### src/rtl/fetch_unit.sv
// fetch_unit: instruction-fetch stage. It owns the PC and drives the
// instruction memory controls. It also tracks which PC belongs to the word
// now on the memory's registered output.
//
// state  | meaning
// BOOT   | first fetch after reset, nothing valid on Q yet
// RUN    | steady state, Q carries the word fetched last cycle
// BUBBLE | flushed slot on Q, redirect/exception target being read
module fetch_unit #(
    parameter logic [31:0] RESET_PC   = 32'h0000_0000,
    parameter logic [31:0] EXC_VECTOR = 32'h0000_0180
) (
    input  logic        clk,
    input  logic        rst,
    input  logic        stall,
    input  logic        redirect,
    input  logic [31:0] redirect_pc,
    input  logic        exc,
    output logic        imem_cen,
    output logic [31:0] imem_a,
    output logic        imem_hold,
    output logic        imem_flush,
    output logic [31:0] if_pc,
    output logic [31:0] if_pc4,
    output logic        if_valid,
    output logic        misalign,
    output logic [31:0] badvaddr
);

    localparam logic [1:0] BOOT   = 2'd0;
    localparam logic [1:0] RUN    = 2'd1;
    localparam logic [1:0] BUBBLE = 2'd2;

    logic [31:0] pc;
    logic [1:0]  state;
    logic        redir_bad;
    logic        to_vector;

    // A redirect to a non-word address is treated as an exception.
    assign redir_bad = redirect & (redirect_pc[1:0] != 2'b00);
    assign to_vector = exc | redir_bad;

    // Memory controls. A redirect or exception overrides a stall, so Hold
    // and Flush can never be high together.
    always_comb begin
        imem_cen   = ~rst;
        imem_a     = pc;
        imem_hold  = ~rst & stall & ~redirect & ~exc;
        imem_flush = ~rst & (redirect | exc);
        if_pc4     = if_pc + 32'd4;
    end

    // PC, Q tagging and FSM. Priority: rst, exc/misaligned, redirect, stall, advance.
    always_ff @(posedge clk) begin
        if (rst) begin
            pc       <= RESET_PC;
            if_pc    <= RESET_PC;
            if_valid <= 1'b0;
            state    <= BOOT;
            misalign <= 1'b0;
            badvaddr <= 32'h0000_0000;
        end else begin
            misalign <= 1'b0;
            if (to_vector) begin
                pc       <= EXC_VECTOR;
                if_valid <= 1'b0;
                state    <= BUBBLE;
                if (!exc) begin
                    misalign <= 1'b1;
                    badvaddr <= redirect_pc;
                end
            end else if (redirect) begin
                pc       <= redirect_pc;
                if_valid <= 1'b0;
                state    <= BUBBLE;
            end else if (!stall) begin
                pc       <= pc + 32'd4;
                if_pc    <= pc;
                if_valid <= 1'b1;
                case (state)
                    BOOT:    state <= RUN;
                    RUN:     state <= RUN;
                    BUBBLE:  state <= RUN;
                    default: state <= RUN;
                endcase
            end
        end
    end

endmodule

### config.mk
export PLATFORM = sky130hd
export DESIGN_NAME = fetch_unit
export DESIGN_NICKNAME = d
export VERILOG_FILES = /design/src/rtl/fetch_unit.sv
export SDC_FILE = /design/constraint.sdc
export NUM_CORES = 1
export LEC_CHECK = 0
export CORE_MARGIN = 4
export CORE_UTILIZATION = 47
export DETAILED_ROUTE_END_ITERATION = 6
export PLACE_DENSITY = 0.84
export RECOVER_POWER = 25
export SYNTH_ARGS = -nofsm -noshare
export SYNTH_HDL_FRONTEND = slang
export SYNTH_SLANG_ARGS = --single-unit
### constraint.sdc
create_clock -name clk -period 3 [get_ports clk]
set_input_delay 0.9 -clock clk [delete_from_list [all_inputs] [get_ports clk]]
set_output_delay 0.9 -clock clk [all_outputs]
set_load 0.02 [all_outputs]
# Word level (Yosys, flattened, before mapping)
# Cells that the tools add are included.
# classes
div	0
add_sub_neg	2
n_bitwise	12
shift	0
mul	0
eq_ne	2
n_mux	4
order_cmp	0
n_reduce_logical	6
# ops
cell	count
adder 32 x 3 -> 32 bit, second input constant	2
2-to-1 mux 32 bit	2
2-to-1 mux 9 bit	1
AND 1 bit	5
inverter 1 bit	5
OR reduction 2 bit	2
!= test 3 x 1 -> 1 bit, second input constant	1
AND reduction 3 bit	1
OR reduction 3 bit	1
!= test 2 x 1 -> 1 bit, second input constant	1
OR 1 bit	2
AND reduction 2 bit	1
nonzero test 2 bit	1
2-to-1 mux 1 bit	1
# totals
ff_bits	98
wordCells	32
memories	0
mem_bits_rw	0
latchBits	0
romBits	0

# Depth between registers and ports, before layout
# Gate-level depths: netlist of run 1.
# depth
ltp_word	5
mapped_depth	7
ltp_nobuf	6

# Worst setup path after synthesis of run 1
# OpenSTA, ideal clock, no wires.
# synth_timing
path_type	flip-flop to output port
start	register if_pc[16]
end	output if_pc4[31]
required_ps	2100
stages_incl_launch_ff	6
path_slack_ps	224
t_arrival_ps	1876
cell_sequence	dfxtp_1 > and4_1 > nand4_2 > nor4_4 > nand4_1 > xnor2_1
# synth_via
elab_chain_cells	1
# synth_lines
item	line_no	rtl
from (decl)	23	output logic [31:0] if_pc,
from (signal assigned)	78	if_pc <= pc;
adder 32 x 3 -> 32 bit	50	if_pc4 = if_pc + 32'd4;
to (decl)	24	output logic [31:0] if_pc4,
# Every way passes these cells.

# Final worst setup path of run 1
# layout_timing
start	register if_pc[4]
end	output if_pc4[15]
# The elaborated chain is that of the path after synthesis.

==> results.cfg, run 1 <==
[synthesis]
ys_warn_count = 0
synth_common_cells = nand2_1 (155), dfxtp_1 (98), a21oi_1 (88), xnor2_1 (34), nor2_1 (25)
synth.most_common_cell = nand2_1
ys_ff_latch = 98
ys_async_sr_fraction_pct = 0
synth-edff-count = 0
synth_top_area_cell = dfxtp_1
postSynthAreaPerCell_um2 = 7.953
synthesis.nets = 623
yosysSeqAreaShare_pct = 42.24
synth.top_cell.area_share_pct = 42.24
synth_flop_cell = dfxtp_1
synth_cell_type_count = 49
ys_top_cells_by_area = dfxtp_1 (42%), nand2_1 (13%), a21oi_1 (9.5%)
syn-cell-area_um2 = 4644
synthCells = 584

[floorplan]
die_area_um2 = 11540
die_w_um = 107.4
dieHeight_um = 107.4
rows = 36
start_util_pct = 47.96
core_area_um2 = 9684
io_pins = 170

[timing]
min_period_over_period_pct = 100.6
setup_viol_count_final = 1
rsz0062_at_grt = true
worstMarginPinSlew_ps = 1209
hold_viol_final = 0
fin_ws_ps = -17.97
fmax_mhz = 331.3
slew_viol_final = 0
fin_setup_tns_ps = -17.97
worst_clock_skew_ps = 6.859
period_minus_slack_ps = 3018
relSlewSlack_pct = 19.38

[clock_network]
cts_inserted_buffers = 9
clkLatencyLatePin_ps = 360
htreeDepth = 3
clockBufferDepth = 2
cts_tree = done
clk_pin_slew_ps = 90
cts.sinks = 98
cts-root-buf = clkbuf_8

[finish]
final_layout_size_suffix_gt1_share_pct = 13.97
final_nets = 808
final_area_um2 = 6835
num_antenna_cells = 0
stdcell_count = 906
fin_util_pct = 70.58
syn_to_final_growth_pct = 47.17

[global_route]
grt_use_total_pct = 25.36
grt_overflow = 0
grt_pass1_wl_mm = 23.38
grt_max_degree = 37
antenna_found_initial = 0
grt_pass1_vias = 4549

[power_and_ir_drop]
p_switching_mw = 0.6703
swShare_pct = 25.93
power.density_nw_per_um2 = 378.1
pwr-share-comb_pct = 13.1
power_frac_clock_pct = 33.7
seqPwrFrac_pct = 53.2
p_leak_nw = 2.565
p_int_mw = 1.914
vdd_drop_max_v = 0.0002226

[critical_path]
critical_path_required_ps = 2100
arrival_ps = 2120
setup.worst_path.class = register to primary output
worstPathMaxFanout = 4
cp-end-kind = primary output
start_kind = register

[run_status]
outcome = finished, violations left
violations = negative setup slack

[routing]
viasPerCell = 5.329
first_iter_violations = 328
routed_wl_mm = 14.70
wire_per_inst_um = 16.23
dr.pass1.iters = 6
drc_errors = 0
num_vias = 4828
antenna_left = 0

[place]
gp_congestion = 0.8784
port_buffers = 169
place_area_um2 = 6605
dp.cells = 885
dp_hpwl_mm = 11.27

[job]
drv_cap = 0

[hold_path]
hp-class = register to register
cell type report:
cell class,instances,area (um2)
tap,133,166.4
multi-input combinational,444,2554
fill,766,2849
clock buffer,11,151.4
inverter,4,15.01
clock inverter,4,51.30
sequential,98,1969
timing repair buffer,212,1928
routing by layer:
| layer | global-route usage [%] | vias up | part of all wire [%] |
|---|---|---|---|
| li1 | - | 2353 | - |
| met1 | 31.98 | 2260 | 42 |
| met2 | 43.97 | 188 | 49 |
| met3 | 4.019 | 27 | 6.4 |
| met4 | 8.837 | 0 | 2.1 |
| met5 | 0 | - | 0 |
worst paths after layout:
check                           slack [ps]  cells past startpoint           end    startpoint
worst max-delay path                   -20                      7    if_pc4[15]      if_pc[4]
worst min-delay path                   460                      2  badvaddr[24]  badvaddr[24]
worst min register to register         460                      2  badvaddr[24]  badvaddr[24]
worst max register to register        1040                      7    imem_a[14]     imem_a[2]
per-stage QoR:
stage               worst slack (ps)  hold WS [ps]  power [mW]
global route                  -61.99         480.3       2.684
finish                        -17.97         458.2       2.585
floorplan                      224.4         530.4       1.565
detailed placement            -289.1         448.1       1.747
CTS                           -54.01         461.1       2.601
global placement              -208.0         442.2       1.740
registers in the layout, indices dropped and copies added, names as in the netlist, named ones only:
register and count:
badvaddr 32, if_valid 1, imem_a 30, misalign 1, if_pc 32
kinds of logic (layout without fill, tap and decap cells):
| family | after synthesis | count (layout) | synth area share (%) |
|---|---|---|---|
| XOR/XNOR | 56 | 56 | 10.56 |
| AO/OA/AOI/OAI | 120 | 120 | 13.77 |
| buffers and inverters | 42 | 231 | 4.283 |
| flip-flops | 98 | 98 | 42.24 |
| adder cells (fa/ha/maj) | 2 | 2 | 0.5387 |
| AND/OR/NAND/NOR | 263 | 263 | 27.96 |
| multiplexers | 3 | 3 | 0.6466 |
cells in the final DEF, fill, tap and decap left out, types with 10 or more instances in the layout:
cell type        netlist  layout
clkbuf_2               0      10
dfxtp_1               98      92
dlygate4sd3_1          0      18
xor2_1                22      22
nor2_1                25      22
nand3_1               19      18
nand2_1              155     155
buf_4                  2      41
o21ai_0               19      18
xnor2_1               34      34
a21oi_1               88      88
clkdlybuf4s50_1        0     126
nand4_1               14      14
clkbuf_8               1      11
what timing repair did:
item / CTS / global route
pin swaps: 3 / 6
setup buffers: 5 / 1
resized for setup: 48 / 38
hold buffers: 0 / 0
endpoints found under the setup margin: 24 / 20
hold endpoints to repair: 0 / 0
worst max-delay path, stage by stage, from the launching register on:
cell             delay, ps
dfxtp_2                340
and4_4                 260
nand3_4                130
buf_4                  170
nor2_2                 170
nand3_1                120
xnor2_1                230
clkdlybuf4s15_1        340
power by group through the flow:
stage               Sequential [mW]  Combinational (mW)  Clock (mW)
global placement               1.40               0.339           0
CTS                            1.37               0.344       0.884
finish                         1.37               0.339       0.872
floorplan                      1.44               0.125           0
detailed placement             1.40               0.344           0
global route                   1.38               0.363       0.943
Note: power is estimated with default switching activity, not from simulation.
==> run 2: changes to the inputs <==
--- a/config.mk
+++ b/config.mk
@@ -8,7 +8,7 @@
 export CORE_MARGIN = 4
 export CORE_UTILIZATION = 47
 export DETAILED_ROUTE_END_ITERATION = 6
-export PLACE_DENSITY = 0.84
+export PLACE_DENSITY = 0.9
 export RECOVER_POWER = 25
 export SYNTH_ARGS = -nofsm -noshare
 export SYNTH_HDL_FRONTEND = slang
==> results.cfg, run 2 (synthesized netlist as in run 1, its figures left out) <==
[run_status]
outcome = finished, violations left
violations = negative setup slack

[critical_path]
crit_start = exc
r2r-start = imem_a[2]
r2r_slack_ps = 1090
start_kind = input pin
worstPathMaxFanout = 3
cp-end-kind = primary output
arrival_ps = 2120
setup.worst_path.class = input pin to primary output
critical_path_required_ps = 2100

[power_and_ir_drop]
swShare_pct = 23.42
power_frac_clock_pct = 38.2
power.density_nw_per_um2 = 400.2
pwr-share-comb_pct = 12.2
p_leak_nw = 2.700
p_total_mw = 2.767
seqPwrFrac_pct = 49.6
p_int_mw = 2.119
p_switching_mw = 0.6482
vdd_drop_max_v = 0.0003067

[timing]
fin_ws_ps = -20.08
worstMarginPinSlew_ps = 1230
period_minus_slack_ps = 3020
min_period_over_period_pct = 100.7
hold_viol_final = 0
slew_viol_final = 0
fin_setup_tns_ps = -20.08
fmax_mhz = 331.1
setup_viol_count_final = 1
relSlewSlack_pct = 17.98
hold_ws_ps = 456.1
worst_clock_skew_ps = 11.77
rsz0062_at_grt = true

[place]
port_buffers = 169
dp_hpwl_mm = 11.24
gp_congestion = 0.8557
dp.cells = 886
pre_cts_slack_ps = -282.8

[routing]
viasPerCell = 5.245
antenna_left = 0
dr.pass1.iters = 5
wire_per_inst_um = 16.03
first_iter_violations = 389
routed_wl_mm = 14.57
drc_errors = 0
num_vias = 4768

[finish]
syn_to_final_growth_pct = 48.87
stdcell_count = 909
final_layout_size_suffix_gt1_share_pct = 12.76
final_nets = 811
num_antenna_cells = 0
layout_common_cells = nand2_1 (155), clkdlybuf4s50_1 (121), dfxtp_1 (93)
mostFrequentLayoutCell = nand2_1

[global_route]
grt_use_total_pct = 24.45
grt_overflow = 0
grt_max_degree = 37
antenna_found_initial = 0
grt_pass1_wl_mm = 22.85
grt_pass1_vias = 4633

[floorplan]
rows = 36
die_w_um = 107.4
die_area_um2 = 11540
dieHeight_um = 107.4
core_area_um2 = 9684
start_util_pct = 47.96
io_pins = 170

[hold_path]
hold_start = badvaddr[11]
hp-class = register to register

[clock_network]
cts.sinks = 98
clk_pin_slew_ps = 90
hold_buffers = 0
cts_tree = done
htreeDepth = 3
clockBufferDepth = 2
cts_inserted_buffers = 9
clkLatencyLatePin_ps = 350
cts-root-buf = clkbuf_8

[job]
drv_cap = 0
[run 2: metrics by stage]
stage,util (%),instance area [um2]
after global placement,68.28,6613
final,71.40,6914
after global routing,71.40,6914
after detailed placement,68.28,6613
after floorplan,-,4644
after CTS,71.34,6909
[run 2: final cells by class]
| cell class | instances | area [um2] |
|---|---|---|
| clock buffers | 10 | 127.6 |
| clock inverters | 5 | 127.6 |
| fillers | 743 | 2770 |
| inverters | 4 | 15.01 |
| multi-input cells | 444 | 2532 |
| flip-flops and latches | 98 | 1968 |
| well taps | 133 | 166.4 |
| repair buffers | 215 | 1977 |
[run 2: repair_timing]
| item | CTS | global route |
|---|---|---|
| resized for setup | 47 | 28 |
| endpoints found under the setup margin | 24 | 17 |
| setup buffers | 6 | 2 |
| pin swaps | 3 | 4 |
[run 2: path summary, 6_finish.rpt]
| path | to | depth (start not counted) |
|---|---|---|
| setup / recovery | imem_hold | 4 |
| hold / removal | badvaddr[11] | 2 |
| setup reg to reg | imem_a[14] | 7 |
| hold reg to reg | badvaddr[11] | 2 |
[run 2: routing by layer]
layer	vias up	part of all wire, %	global-route usage, %
met5	-	0	0
met4	0	3.0	9.558
met2	184	49	41.91
met1	2199	42	30.66
li1	2357	-	-
met3	28	6.1	4.079
[run 2: power by group through the flow]
stage / logic [mW] / registers, mW / clock network, mW
4_1_cts: 0.343 / 1.37 / 1.08
3_3_place_gp: 0.336 / 1.40 / 0
2_1_floorplan: 0.125 / 1.44 / 0
6_report: 0.337 / 1.37 / 1.06
5_1_grt: 0.361 / 1.38 / 1.13
3_5_place_dp: 0.343 / 1.40 / 0
[run 2: critical path, stage by stage]
cell             delay (ps)
clkdlybuf4s50_1         450
nor3_1                  270
and2_1                  160
dlygate4sd2_1           330
